### src/rtl/seq_divider_pkg.sv
// Shared types and display constants for the sequential divider and its 7-segment path.
// NUM_x are active-high segment patterns (bit 7 = dot); PONTO is the dot alone.
package seq_divider_pkg;

  typedef enum logic [1:0] {
    IDLE = 2'd0,
    DIV  = 2'd1,
    FIX  = 2'd2,
    DONE = 2'd3
  } state_t;

  localparam logic [7:0] NUM_0 = 8'h3f;
  localparam logic [7:0] NUM_1 = 8'h06;
  localparam logic [7:0] NUM_2 = 8'h5b;
  localparam logic [7:0] NUM_3 = 8'h4f;
  localparam logic [7:0] NUM_4 = 8'h66;
  localparam logic [7:0] NUM_5 = 8'h6d;
  localparam logic [7:0] NUM_6 = 8'h7d;
  localparam logic [7:0] NUM_7 = 8'h07;
  localparam logic [7:0] NUM_8 = 8'h7f;
  localparam logic [7:0] NUM_9 = 8'h6f;
  localparam logic [7:0] PONTO = 8'h80;

endpackage

### src/rtl/seg7_signed_digit.sv
// Signed value to 7-segment pattern: magnitude digit, dot lit for negatives; combinational.
// Magnitudes above 9 show a plain 0 pattern.
module seg7_signed_digit
  import seq_divider_pkg::*;
#(
  parameter int NBITS     = 3,
  parameter int NBITS_SEG = 8
) (
  input  logic signed [NBITS-1:0]     value,
  output logic        [NBITS_SEG-1:0] seg
);

  logic             neg;
  logic [NBITS-1:0] mag;
  logic [7:0]       pat;
  logic             in_range;

  assign neg = value[NBITS-1];
  // The most negative value negates to itself, which reads correctly as an unsigned magnitude.
  assign mag = neg ? -value : value;

  always_comb begin
    pat      = NUM_0;
    in_range = 1'b1;
    case (32'(mag))
      32'd0:   pat = NUM_0;
      32'd1:   pat = NUM_1;
      32'd2:   pat = NUM_2;
      32'd3:   pat = NUM_3;
      32'd4:   pat = NUM_4;
      32'd5:   pat = NUM_5;
      32'd6:   pat = NUM_6;
      32'd7:   pat = NUM_7;
      32'd8:   pat = NUM_8;
      32'd9:   pat = NUM_9;
      default: begin
        pat      = NUM_0;
        in_range = 1'b0;
      end
    endcase
  end

  assign seg = NBITS_SEG'((neg && in_range) ? (pat | PONTO) : pat);

endmodule

### src/rtl/seq_divider.sv
// Restoring signed divider, truncating toward zero: done pulses N+2 cycles after start, 1 cycle for /0.
// start is only sampled in IDLE (ignored while busy, no queueing); results held until the next done.
module seq_divider
  import seq_divider_pkg::*;
#(
  parameter int NBITS_OPERATORS = 3,
  parameter int NBITS_SEG       = 8
) (
  input  logic                              clk_2,
  input  logic                              reset,
  input  logic                              start,
  input  logic signed [NBITS_OPERATORS-1:0] dividend,
  input  logic signed [NBITS_OPERATORS-1:0] divisor,
  output logic                              busy,
  output logic                              done,
  output logic signed [NBITS_OPERATORS-1:0] quotient,
  output logic signed [NBITS_OPERATORS-1:0] remainder,
  output logic                              div_by_zero,
  output logic                              overflow,
  output logic        [NBITS_SEG-1:0]       seg
);

  localparam int N     = NBITS_OPERATORS;
  localparam int PW    = N + 1;
  localparam int CNT_W = $clog2(N + 1);

  state_t           state;
  logic [CNT_W-1:0] cnt;
  logic [N-1:0]     dvs_mag;
  logic [N-1:0]     qd;       // dividend bits shift out the top, quotient bits shift in the bottom
  logic [PW-1:0]    prem;
  logic             dvd_sign;
  logic             dvs_sign;

  logic [PW:0]      wide;
  logic             fits;
  logic             sign_diff;
  logic [N-1:0]     q_fix;
  logic [N-1:0]     r_fix;

  assign wide      = {prem, qd[N-1]};
  assign fits      = (wide >= {2'b00, dvs_mag});
  assign sign_diff = dvd_sign ^ dvs_sign;
  assign q_fix     = sign_diff ? -qd : qd;
  assign r_fix     = dvd_sign ? -prem[N-1:0] : prem[N-1:0];

  always_ff @(posedge clk_2) begin
    if (reset) begin
      state       <= IDLE;
      busy        <= 1'b0;
      done        <= 1'b0;
      quotient    <= '0;
      remainder   <= '0;
      div_by_zero <= 1'b0;
      overflow    <= 1'b0;
      cnt         <= '0;
      dvs_mag     <= '0;
      qd          <= '0;
      prem        <= '0;
      dvd_sign    <= 1'b0;
      dvs_sign    <= 1'b0;
    end else begin
      done <= 1'b0;
      case (state)
        IDLE: begin
          if (start) begin
            busy <= 1'b1;
            if (divisor != '0) begin
              state    <= DIV;
              qd       <= dividend[N-1] ? -dividend : dividend;
              dvs_mag  <= divisor[N-1] ? -divisor : divisor;
              dvd_sign <= dividend[N-1];
              dvs_sign <= divisor[N-1];
              prem     <= '0;
              cnt      <= '0;
            end else begin
              state       <= DONE;
              done        <= 1'b1;
              quotient    <= '0;
              remainder   <= dividend;
              div_by_zero <= 1'b1;
              overflow    <= 1'b0;
            end
          end
        end

        DIV: begin
          prem <= fits ? PW'(wide - {2'b00, dvs_mag}) : PW'(wide);
          qd   <= {qd[N-2:0], fits};
          cnt  <= cnt + 1'b1;
          if (cnt == CNT_W'(N - 1)) begin
            state <= FIX;
          end
        end

        FIX: begin
          state       <= DONE;
          done        <= 1'b1;
          quotient    <= q_fix;
          remainder   <= r_fix;
          div_by_zero <= 1'b0;
          // A positive quotient with its top bit set only arises from min / -1.
          overflow    <= ~sign_diff & qd[N-1];
        end

        DONE: begin
          state <= IDLE;
          busy  <= 1'b0;
        end

        default: begin
          state <= IDLE;
          busy  <= 1'b0;
        end
      endcase
    end
  end

  seg7_signed_digit #(
    .NBITS     (N),
    .NBITS_SEG (NBITS_SEG)
  ) u_seg (
    .value (quotient),
    .seg   (seg)
  );

endmodule

### config.mk
export PLATFORM = sky130hd
export DESIGN_NAME = seq_divider
export DESIGN_NICKNAME = d
export VERILOG_FILES = /design/src/rtl/seq_divider_pkg.sv /design/src/rtl/seg7_signed_digit.sv /design/src/rtl/seq_divider.sv
export SDC_FILE = /design/constraint.sdc
export NUM_CORES = 1
export LEC_CHECK = 0
export CAP_MARGIN = 20
export CORE_MARGIN = 2
export CORE_UTILIZATION = 57
export CTS_CLUSTER_SIZE = 28
export DETAILED_ROUTE_END_ITERATION = 8
export MAX_ROUTING_LAYER = met4
export PLACE_DENSITY = 0.93
export SETUP_SLACK_MARGIN = 0.1
export SYNTH_ARGS = -nofsm -noshare
export SYNTH_HDL_FRONTEND = slang
export SYNTH_HIERARCHICAL = 1
export SYNTH_SLANG_ARGS = --single-unit
### constraint.sdc
create_clock -name clk_2 -period 4.7 [get_ports clk_2]
set_input_delay 0.94 -clock clk_2 [delete_from_list [all_inputs] [get_ports clk_2]]
set_output_delay 0.94 -clock clk_2 [all_outputs]
set_load 0.03 [all_outputs]
# Yosys cells after proc, flatten, opt, wreduce, memory -nomap -nowiden
# Memory sizes are Yosys's and may differ from the RTL's.
# Cells that the tools add are included.
dict set report word_totals {
  wordCells 80
  n_memories 1
  romBits 56
  reg_bits 26
  output_inout_bits 18
  inputBits 9
}
# memory depth width rd rd_ports_with_merged_regs write_ports line
set mem_list {}
lappend mem_list {{(name not given)} 8 7 1 0 0 seg7_signed_digit.sv:25} ;# case (32'(mag))
dict set report classes {
  order_cmp 1
  reduce_logical 10
  n_eq_ne 8
  mux 37
  bitwise_logic 3
  addsub 7
}
# operator count
set ops {}
lappend ops {{2-to-1 mux 3 bit} 11}
lappend ops {{one-hot mux 3 bit (2 select lines)} 3}
lappend ops {{negation 3 bit} 5}
lappend ops {{2-to-1 mux 4 bit} 3}
lappend ops {{2-to-1 mux 2 bit} 5}
lappend ops {{AND reduction 3 bit} 3}
lappend ops {{2-to-1 mux 8 bit} 1}
lappend ops {{!= test 2 bit (second input constant)} 4}
lappend ops {{one-hot mux 1 bit (2 select lines)} 4}
lappend ops {{one-hot mux 2 bit (4 select lines)} 1}
lappend ops {{one-hot mux 4 bit (2 select lines)} 1}
lappend ops {{2-to-1 mux 1 bit} 7}
lappend ops {{equality test 2 bit (second input constant)} 3}
lappend ops {{nonzero test 2 bit} 3}
lappend ops {{>= comparator 5 x 3 -> 1 bit} 1}
lappend ops {{one-hot mux 2 bit (2 select lines)} 1}
lappend ops {{AND reduction 2 bit} 2}
lappend ops {{subtractor 4 x 3 -> 4 bit} 1}
lappend ops {{nonzero test 3 bit} 1}
lappend ops {{adder 2 x 1 -> 2 bit (second input constant)} 1}
lappend ops {{equality test 2 x 1 -> 1 bit (second input constant)} 1}
lappend ops {{zero test 2 bit} 1}
lappend ops {{bitwise AND 1 bit} 1}
lappend ops {{inverter 1 bit} 1}
lappend ops {{bitwise XOR 1 bit} 1}

# Logic depth before layout (Yosys ltp)
# Gate-level depths: netlist of run 1.
dict set report logic_depth {
  ltp_word 5
  mapped_depth 7
  ltp_nobuf 7
}

# Cells and area by module
# The synthesis of run 1 kept the hierarchy.
# module instances area_each_um2 cells_each seq_area_each_um2
set by_module_without_submodules {}
lappend by_module_without_submodules {seq_divider 1 1503.9 172 520.5}
lappend by_module_without_submodules {seg7_signed_digit 1 177.7 22 0.0}

# Least setup slack after synthesis of run 1
# OpenSTA, ideal clock, no wires.
dict set report synth_timing {
  path_kind {reg-to-output}
  from {register quotient[0]}
  to {output seg[6]}
  t_required_ns 3.760
  path_buffers 0
  arrival_time_ns 2.237
  stages_incl_launch_ff 8
  path_slack_ns 1.523
  cell_sequence {dfxtp_1 > inv_1 > ha_1 > mux2i_1 > inv_1 > ha_1 > or2b_1 > a31oi_1}
}
dict set report synth_via {
  elab_chain_len 4
}
# element line
set synth_lines {}
lappend synth_lines {{start, declared} seq_divider.sv:16} ;# output logic signed [NBITS_OPERATORS-1:0] quotient,
lappend synth_lines {{start signal, assigned} seq_divider.sv:99} ;# quotient <= q_fix;
lappend synth_lines {{negation 3 bit} seg7_signed_digit.sv:20} ;# assign mag = neg ? -value : value;
lappend synth_lines {{2-to-1 mux 3 bit *} seg7_signed_digit.sv:20}
lappend synth_lines {{memory (8 x 7 bit) *} -}
lappend synth_lines {{2-to-1 mux 8 bit *} seg7_signed_digit.sv:43} ;# assign seg = NBITS_SEG'((neg && in_range) ? (pat | PONTO) : pat);
lappend synth_lines {{end, declared} seq_divider.sv:20} ;# output logic [NBITS_SEG-1:0] seg
# Every way passes the cells marked *; elsewhere a longest branch is shown, timed or not.

# Final worst setup path of run 1
dict set report layout_timing {
  from {register quotient[0]}
  to {output seg[3]}
}
# The elaborated chain is that of the path after synthesis.

==> parameters.txt, run 1 <==
Parameter                              Value

Run status
  Status ... completed

Worst setup path
  Endpoint required time on the critical path ... 3.76 ns
  Setup crit start kind ... register
  Launching point of the worst reg2reg path ... state[0]
  Register-to-register setup slack ... 2.85 ns
  Logic depth of the worst register-to-register path ... 6
  Kind of end point of the critical path ... output port
  Critical path data arrival time ... 2.86 ns
  Capture point of the worst reg-to-reg path ... remainder[2]
  Worst Path Max Fanout ... 7
  Start-to-end type of the worst setup path ... register to output port

Global route
  Via count of the first global-routing pass ... 1343
  First-pass GRT wire length ... 5.57 mm
  Global route total overflow ... 0
  Pin count of the biggest net entering global routing ... 27
  Initial antenna violation count ... 0
  Global-route total usage across every layer ... between 20% and 30%

Detailed routing
  Violation count after the first detailed-route iteration ... 87
  Wire length after detailed routing ... between 3 and 4 mm
  First-pass iteration count of the detailed router ... 4
  Via Count ... between 1000 and 1500
  Post-detailed-route via-to-cell ratio ... slightly below 6
  DRC violation count after routing ... 0
  Mean routed wirelength per cell ... ~14 um
  Remaining antenna violation count after routing ... 0

STA
  Final slew viol count ... 0
  Total Negative Setup Slacks ... 0 ns
  Slew of the pin with the lowest slew margin ... between 0.9 and 1 ns
  Setup repair after global routing missed its margin ... false
  Maximum operating frequency ... about 0.26 GHz
  Period utilization ... about four fifths
  Clock Skews ... between 0.015 and 0.02 ns
  Post-layout minimum cycle time ... about 3.8 ns
  Number of setup violations in the final report ... 0
  Minimum setup slack in the final design ... between 0.9 and 1 ns
  Tightest slew margin relative to the limit ... between 30% and 40%
  Number of hold-slack violations in the final timing report ... 0

Worst hold path
  Min-Delay Path Depth ... 2
  Min-delay src ... remainder[2]
  Hold-critical path endpoint ... remainder[2]
  Hold/Removal Path Class ... register to register

Clocking
  Cell at the root of the clock tree ... clkbuf_4
  Gates resized, CTS repair ... 0
  Clock buffer depth ... 2
  Cts bufs inserted ... 3
  Number of hold-repair buffers added at the cts stage ... 0
  Number of buffers inserted to repair setup after CTS ... 0
  Clock-pin slew on the worst setup and hold paths ... approximately 0.13 ns
  Clock sink total ... 26
  Latest clock arrival within the worst-skew pair ... 0.33 ns
  CTS tree ... built
  Max H-tree Level ... 1

Finish
  Number of diodes ... 0
  FF/Latch Area ... 520 um^2
  Commonest cells after routing, fill and taps aside ... 26 x dfxtp_1, 26 x clkdlybuf4s50_1, 21 x inv_1, 18 x nor2_1, 17 x ha_1
  Ratio of cells with drive above 1 in the final layout ... 8.72%
  Non-filler instance count after layout ... 249
  Total Nets Final ... about 250
  Share of the core filled with cells in the final layout ... just over 70%
  Filler cell count ... between 200 and 250
  Total area of multi-input combinational cells ... about 1000 um^2
  Post-synthesis to final-layout area growth ... 17.6%

Die
  Width of the die ... 58.3 um
  Placement Rows ... 19
  Core area ... 2780 um^2
  Die area ... between 3000 and 4000 um^2
  Floorplan die height ... between 50 and 60 um
  I/O pin count ... 27
  Initial standard-cell utilization of the core ... approximately three fifths

Place
  Setup slack at placement ... between 1 and 1.5 ns
  Routability cong. ... about 0.88
  # port buffers ... 26
  Detailed Place HPWL ... 2.61 mm
  Placed Cells ... 245

Power
  Pleak ... roughly 0.78 nW
  Maximum ir drop on the vdd rail ... approximately 0.34 mV
  Power per Cell Area ... around 470 nW/um^2
  Total design power ... about 0.00093 W

Synthesis
  Mean cell area of the mapped netlist ... slightly below 9 um^2
  Number of nets produced by synthesis ... 221
  #FFs+latches synth ... 26
  Post-synthesis sequential area ratio ... 31.0%
  Mapped Area ... 1680 um^2
  Cells after Synth ... a little under 200
  Count of warnings emitted by yosys ... 6
  Yosys cell types ... between 50 and 60

Flow run
  Max_cap viols ... 0
power by group:
part           internal (W)  total (W)  switching [W]  leakage [nW]
registers          0.000269   0.000309      0.0000405         0.212
clock network     0.0000474   0.000113      0.0000657        0.0210
logic              0.000208   0.000508       0.000301         0.549
total              0.000524   0.000931       0.000407         0.782
state kept, by name (all words and copies together) (netlist names), 2 cells and up:
name / cells
quotient: 3
cnt: 2
remainder: 3
qd: 3
dvs_mag: 3
prem: 4
state: 2
through the flow:
step,instance area (um^2),hold slack [ns]
2_1_floorplan,1680,0.436
3_3_place_gp,1940,0.442
3_5_place_dp,1940,0.449
4_1_cts,1980,0.468
5_1_grt,1980,0.481
6_report,1980,0.465
routing by layer:
metal / vias up / share of wire, % / GRT usage, %
li1: 729 / - / -
met1: 687 / 45 / 26.2
met2: 45 / 48 / 35.8
met3: 6 / 5.1 / 2.64
met4: 0 / 1.5 / 8.97
met5: - / 0 / -
cell families (layout without fill, tap and decap cells):
family	Yosys count	in the layout	share of synthesized area, %
and+or+nand+nor	64	64	21.1
buffers and inverters	27	51	6.99
xor gates and xnor gates	4	4	2.08
muxes	5	5	3.05
AOI/OAI and AO/OA	50	50	22.0
adders and majority gates	18	18	13.8
DFF	26	26	31.0
worst max path at each step:
stage	startpoint	to	slack (ns)	cells after the start
final	quotient[0]	seg[3]	0.90	8
after detailed placement	quotient[0]	seg[3]	1.26	8
after floorplan	quotient[0]	seg[6]	1.52	7
after global placement	quotient[0]	seg[3]	1.33	8
after global routing	quotient[0]	seg[3]	0.74	8
after CTS	quotient[0]	seg[3]	0.89	8
final cells by class:
cell class                      instances  area share, %
Multi-Input combinational cell        141           52.8
Sequential cell                        26           26.3
Timing Repair Buffer                   26           13.2
Inverter                               21           3.98
Tap cell                               31           1.96
Clock buffer                            4           1.83
synthesized netlist by cell type (all sizes together):
cell type  instances  area (um^2)
xnor2              3         26.3
o21ai              8         40.0
or2b               1         7.51
and4b              1         13.8
a31o               1         8.76
nor2b              7         58.8
a221oi             1         8.76
o211ai             1         7.51
a21o               1         7.51
nand2             15         56.3
or3b               1         8.76
a21oi             15         93.9
inv               21         78.8
a221o              1         10.0
ha                17          213
a311o              1         10.0
a211oi             7         62.6
a31oi              1         6.26
nand3b             2         15.0
nor2              18         67.6
nor3               5         30.0
or3                1         6.26
a32o               3         30.0
a32oi              1         8.76
a211o              1         8.76
and3               1         6.26
and4bb             1         12.5
nand4              1         6.26
o21ba              1         10.0
mux2               1         11.3
mux2i              4         40.0
nand3              4         20.0
a22oi              4         30.0
a21boi             2         18.8
and3b              1         10.0
fa                 1         20.0
xor2               1         8.76
dfxtp             26          521
buf                6         38.8
and2               2         15.0
o21a               1         7.51
nand2b             3         21.3
worst max-delay path: stages (launching register included):
cell and delay (ns):
dfxtp_1 0.49, inv_1 0.14, ha_1 0.35, mux2i_1 0.18
inv_1 0.07, ha_1 0.28, and3b_2 0.21, a211oi_2 0.13
clkdlybuf4s50_1 0.69
Power figures use the tool's default switching activity.
==> run 2, diff against run 1 <==
CORE_UTILIZATION = 53   (was 57)
PLACE_DENSITY = 0.88   (was 0.93)
clock period = 3.89 ns   (was 4.7 ns; I/O delays follow)
==> parameters.txt, run 2 (synthesis gave the netlist of run 1 again) <==
Parameter                              Value

Global route
  Pin count of the biggest net entering global routing ... 27 (unchanged)
  Global-route total usage across every layer ... 20.2% (-1.3 points)
  Initial antenna violation count ... 0 (unchanged)
  Global route total overflow ... 0 (unchanged)
  First-pass GRT wire length ... 5.40 mm (-3.1%)
  Via count of the first global-routing pass ... 1243 (-7.4%)

Power
  Power per Cell Area ... 561 nW/um^2 (+19%)
  Maximum ir drop on the vdd rail ... 0.393 mV (+17%)
  Pleak ... 0.782 nW (about the same)

STA
  Final slew viol count ... 0 (unchanged)
  Post-layout minimum cycle time ... 3.55 ns
  Number of hold-slack violations in the final timing report ... 0 (unchanged)
  Tightest slew margin relative to the limit ... 32.8% (-2.5 points)
  Setup repair after global routing missed its margin ... false
  Slew of the pin with the lowest slew margin ... 1.00 ns (+0.0380 ns)
  Minimum setup slack in the final design ... 0.335 ns (-0.565 ns)
  Final worst hold slack ... 0.463 ns (-0.00214 ns)
  Total Negative Setup Slacks ... 0 ns (unchanged)
  Maximum operating frequency ... approximately 0.28 GHz
  Period utilization ... between 90% and 100%
  Number of setup violations in the final report ... 0 (unchanged)
  Clock Skews ... 0.00520 ns (-0.0116 ns)

Finish
  Register with the most flip-flops ... prem
  Filler cell count ... 246 (+14%)
  Post-synthesis to final-layout area growth ... 18.8%
  Leading cell type in the layout, fill and taps excluded ... dfxtp_1
  Commonest cells after routing, fill and taps aside ... 26 x dfxtp_1, 25 x clkdlybuf4s50_1, 21 x inv_1, 18 x nor2_1, 17 x ha_1
  Flip-flop count of the largest register after layout ... 4 (unchanged)
  Ratio of cells with drive above 1 in the final layout ... 8.72% (unchanged)
  Non-filler instance count after layout ... 262 (+5.2%)
  Total Nets Final ... 246 (unchanged)
  Number of diodes ... 0 (unchanged)
  FF/Latch Area ... 520 um^2 (unchanged)
  Total area of multi-input combinational cells ... 1040 um^2 (unchanged)

Clocking
  Max H-tree Level ... 1 (unchanged)
  Cts bufs inserted ... 3 (unchanged)
  Cell at the root of the clock tree ... clkbuf_4
  Clock sink total ... 26 (unchanged)
  Latest clock arrival within the worst-skew pair ... 0.33 ns (about the same)
  CTS tree ... built
  Clock buffer depth ... 2 (unchanged)
  Number of buffers inserted to repair setup after CTS ... 0 (unchanged)
  Clock-pin slew on the worst setup and hold paths ... 0.14 ns (about the same)
  Number of hold-repair buffers added at the cts stage ... 0 (unchanged)

Worst setup path
  Startpoint of the worst setup timing path ... quotient[0]
  Kind of cell adding the most delay to the critical path ... buffers and inverters
  Kind of end point of the critical path ... output port
  Logic depth of the worst register-to-register path ... 6 (unchanged)
  Endpoint required time on the critical path ... 3.11 ns (-0.65 ns)
  Setup crit start kind ... register
  Cell-by-cell listing of the critical path ... inv_1 -> ha_1 -> mux2i_1 -> inv_1 -> ha_1 -> or2b_1 -> a31oi_1 -> clkdlybuf4s50_1
  Start-to-end type of the worst setup path ... register to output port
  Critical path data arrival time ... 2.78 ns (-0.08 ns)
  Peak per-stage delay on the critical path ... 0.68 ns (about the same)
  Cell with the biggest individual delay on the critical path ... clkdlybuf4s50_1
  Worst Path Max Fanout ... 7 (unchanged)
  Crit. path cell count ... 8 (unchanged)
  Buffer and inverter count on the worst path ... 3 (unchanged)
  Launching point of the worst reg2reg path ... state[0]

Die
  Die area ... 3640 um^2 (+7.0%)
  Placement Rows ... 20 (+1)
  Width of the die ... 60.3 um (+3.5%)
  Floorplan die height ... 60.3 um (+3.5%)
  Core area ... 3030 um^2 (+8.9%)
  Initial standard-cell utilization of the core ... 55.5% (-4.9 points)
  I/O pin count ... 27 (unchanged)

Detailed routing
  Remaining antenna violation count after routing ... 0 (unchanged)
  Mean routed wirelength per cell ... 12.8 um (-5.5%)
  Violation count after the first detailed-route iteration ... 49 (-44%)
  Wire length after detailed routing ... 3.35 mm (-0.59%)
  Via Count ... 1413 (-3.7%)
  DRC violation count after routing ... 0 (unchanged)
  Post-detailed-route via-to-cell ratio ... 5.39 (-8.5%)
  First-pass iteration count of the detailed router ... 4 (unchanged)

Place
  Detailed Place HPWL ... 2.53 mm (-3.0%)
  Placed Cells ... 258 (+5.3%)
  Setup slack at placement ... 0.578 ns (-0.686 ns)
  Routability cong. ... 0.839 (-4.8%)
  # port buffers ... 26 (unchanged)

Worst hold path
  Min-delay src ... remainder[1]
  Hold/Removal Path Class ... register to register
  Min-Delay Path Depth ... 2 (unchanged)

Run status
  Status ... completed

Flow run
  Max_cap viols ... 0 (unchanged)
-- run 2: cell types whose count changed in the layout (fill, tap and decap cells not counted) --
cell / previous run / this run
clkdlybuf4s50_1: 26 / 25
dlymetal6s2s_1: 0 / 1
-- run 2: layer usage --
layer  GRT usage, %  part of all wire (%)
met5              -                     0
met1           27.1                    50
met4           6.35                  0.96
met3           2.99                   3.2
met2           31.4                    46
-- run 2: what timing repair did --
action / 4_1_cts / 5_1_grt
resized for setup: 0 / 1
hold endpoints to repair: 0 / 0
endpoints found under the setup margin: 0 / 1
-- run 2: metrics by stage --
stage / utilization (%) / cell area, um^2 / power (W)
after floorplan: - / 1680 / 0.000843
after global placement: 64.7 / 1960 / 0.000961
after detailed placement: 64.7 / 1960 / 0.000977
after CTS: 65.9 / 1990 / 0.00112
after global routing: 66.0 / 2000 / 0.00121
final: 66.0 / 2000 / 0.00112
-- run 2: layout make-up --
cell class | count | share of cell area, %
inverter | 21 | 3.95
timing repair buffer | 26 | 13.2
sequential | 26 | 26.1
clock buffer | 4 | 1.82
tap | 44 | 2.76
multi-input combinational | 141 | 52.3
-- run 2: worst paths after layout --
path                            slack [ns]           end
worst min-delay path                  0.46  remainder[1]
worst max-delay path                  0.34        seg[6]
worst min register to register        0.46  remainder[1]
worst max register to register        2.04  remainder[2]
-- run 2: where the power goes --
part	internal, W	total (W)	switching, W
Sequential	0.000325	0.000373	0.0000482
Clock	0.0000574	0.000143	0.0000860
Combinational	0.000252	0.000605	0.000353
-- run 2: tightest hold or removal path: stages (launching register included) --
cell	delay [ns]
dfxtp_1	0.34
nand2_1	0.05
a21oi_1	0.05
==> run 3, diff against run 2 <==
--- a/constraint.sdc
+++ b/constraint.sdc
@@ -3,2 +3,2 @@
 set_output_delay 0.778 -clock clk_2 [all_outputs]
-set_load 0.03 [all_outputs]
+set_load 0.1 [all_outputs]
==> parameters.txt, run 3 (synthesis gave the netlist of run 1 again) <==
Parameter                              Value

Global route
  Via count of the first global-routing pass ... 1303 (+4.8%)
  Pin count of the biggest net entering global routing ... 27 (unchanged)
  Global-route total usage across every layer ... 21.3% (+1.1 points)
  Global route total overflow ... 0 (unchanged)
  Initial antenna violation count ... 0 (unchanged)
  First-pass GRT wire length ... 5.80 mm (+7.5%)

Clocking
  Clock sink total ... 26 (unchanged)
  Number of buffers inserted to repair setup after CTS ... 0 (unchanged)
  Clock buffer depth ... 2 (unchanged)
  Gates resized, CTS repair ... 0 (unchanged)
  Clock-pin slew on the worst setup and hold paths ... 0.14 ns (about the same)
  Cts bufs inserted ... 3 (unchanged)
  Latest clock arrival within the worst-skew pair ... 0.33 ns (about the same)
  Cell at the root of the clock tree ... clkbuf_4
  Number of hold-repair buffers added at the cts stage ... 0 (unchanged)
  CTS tree ... built
  Max H-tree Level ... 1 (unchanged)

Worst hold path
  Hold/Removal Path Class ... register to register

STA
  Maximum operating frequency ... 0.312 GHz (+11%)
  Final slew viol count ... 0 (unchanged)
  Post-layout minimum cycle time ... 3.20 ns (-0.352 ns)
  Number of setup violations in the final report ... 0 (unchanged)
  Setup repair after global routing missed its margin ... false
  Minimum setup slack in the final design ... 0.687 ns (+0.352 ns)
  Period utilization ... 82.3% (-9.1 points)
  Number of hold-slack violations in the final timing report ... 0 (unchanged)
  Tightest slew margin relative to the limit ... 30.9% (-2.0 points)
  Slew of the pin with the lowest slew margin ... 1.03 ns (+0.0294 ns)
  Final worst hold slack ... 0.459 ns (-0.00355 ns)
  Total Negative Setup Slacks ... 0 ns (unchanged)
  Clock Skews ... 0.00520 ns (+0.00000155 ns)

Place
  Setup slack at placement ... 1.07 ns (+0.492 ns)
  Routability cong. ... 0.878 (+4.6%)
  # port buffers ... 26 (unchanged)
  Detailed Place HPWL ... 2.67 mm (+5.6%)

Worst setup path
  Worst Path Max Fanout ... 7 (unchanged)
  Endpoint required time on the critical path ... 3.11 ns (about the same)
  Kind of end point of the critical path ... output port
  Setup crit start kind ... register
  Start-to-end type of the worst setup path ... register to output port
  Critical path data arrival time ... 2.42 ns (-0.36 ns)

Finish
  Commonest cells after routing, fill and taps aside ... 24 x dfxtp_1, 21 x inv_1, 21 x clkdlybuf4s50_1, 18 x nor2_1, 17 x ha_1
  Ratio of cells with drive above 1 in the final layout ... 12.4% (+3.7 points)
  Leading cell type in the layout, fill and taps excluded ... dfxtp_1
  Register with the most flip-flops ... prem
  Total Nets Final ... 246 (unchanged)
  Number of diodes ... 0 (unchanged)
  Share of the core filled with cells in the final layout ... 66.3% (+0.33 points)
  Post-synthesis to final-layout area growth ... 19.3%
  Flip-flop count of the largest register after layout ... 4 (unchanged)

Detailed routing
  Wire length after detailed routing ... 3.48 mm (+3.9%)
  DRC violation count after routing ... 0 (unchanged)
  Violation count after the first detailed-route iteration ... 66 (+35%)
  First-pass iteration count of the detailed router ... 4 (unchanged)
  Remaining antenna violation count after routing ... 0 (unchanged)
  Mean routed wirelength per cell ... 13.3 um (+3.9%)
  Via Count ... 1448 (+2.5%)
  Post-detailed-route via-to-cell ratio ... 5.53 (+2.5%)

Die
  Die area ... 3640 um^2 (unchanged)
  Initial standard-cell utilization of the core ... 55.5% (unchanged)
  Width of the die ... 60.3 um (unchanged)
  Core area ... 3030 um^2 (unchanged)
  I/O pin count ... 27 (unchanged)
  Placement Rows ... 20 (unchanged)
  Floorplan die height ... 60.3 um (unchanged)

Run status
  Status ... completed

Power
  Pleak ... 0.789 nW (+0.95%)
  Maximum ir drop on the vdd rail ... 0.343 mV (-13%)
  Power per Cell Area ... 619 nW/um^2 (+10%)

Flow run
  Max_cap viols ... 0 (unchanged)
-- run 3: cell types whose count changed in the layout (fill, tap and decap cells not counted), moves of 2 or more --
| cell | before | now |
|---|---|---|
| buf_4 | 0 | 5 |
| dfxtp_1 | 26 | 24 |
| clkdlybuf4s50_1 | 25 | 21 |
| dfxtp_2 | 0 | 2 |
-- run 3: per-stage QoR --
stage                     std cells  power [W]  cell area (um^2)
after floorplan                 194   0.000961              1710
after global placement          258    0.00107              1970
after detailed placement        258    0.00110              1970
after CTS                       262    0.00124              2010
after global routing            262    0.00133              2010
final                           262    0.00124              2010
-- run 3: final timing paths --
check | start | to | slack (ns) | cells after the start
hold reg to reg | remainder[2] | remainder[2] | 0.46 | 2
setup reg to reg | state[0] | remainder[0] | 2.07 | 6
setup / recovery | quotient[0] | seg[3] | 0.69 | 8
hold / removal | remainder[2] | remainder[2] | 0.46 | 2
-- run 3: where the power goes --
part           internal, W  switching [W]
Combinational     0.000250       0.000476
Sequential        0.000325      0.0000513
Clock            0.0000573      0.0000823
-- run 3: critical path, stage by stage, from the launching register on --
cell	delay, ns
dfxtp_2	0.44
inv_1	0.12
ha_1	0.34
mux2i_1	0.19
inv_1	0.06
ha_1	0.28
and3b_2	0.22
a211oi_4	0.14
buf_4	0.31
-- run 3: area by class of cell --
cell class	instances	area [um^2]
multi-input combinational	141	1070
fill	248	1020
sequential	26	523
timing repair buffer	26	248
inverter	21	78.8
tap	44	55.1
clock buffer	4	36.3
-- run 3: metal layers --
| layer | track usage [%] | vias to the layer above | wire length, um |
|---|---|---|---|
| met2 | 33.2 | 41 | 1650 |
| li1 | - | 733 | - |
| met5 | - | - | 0 |
| met4 | 7.94 | 0 | 53 |
| met1 | 27.6 | 666 | 1600 |
| met3 | 3.62 | 8 | 168 |
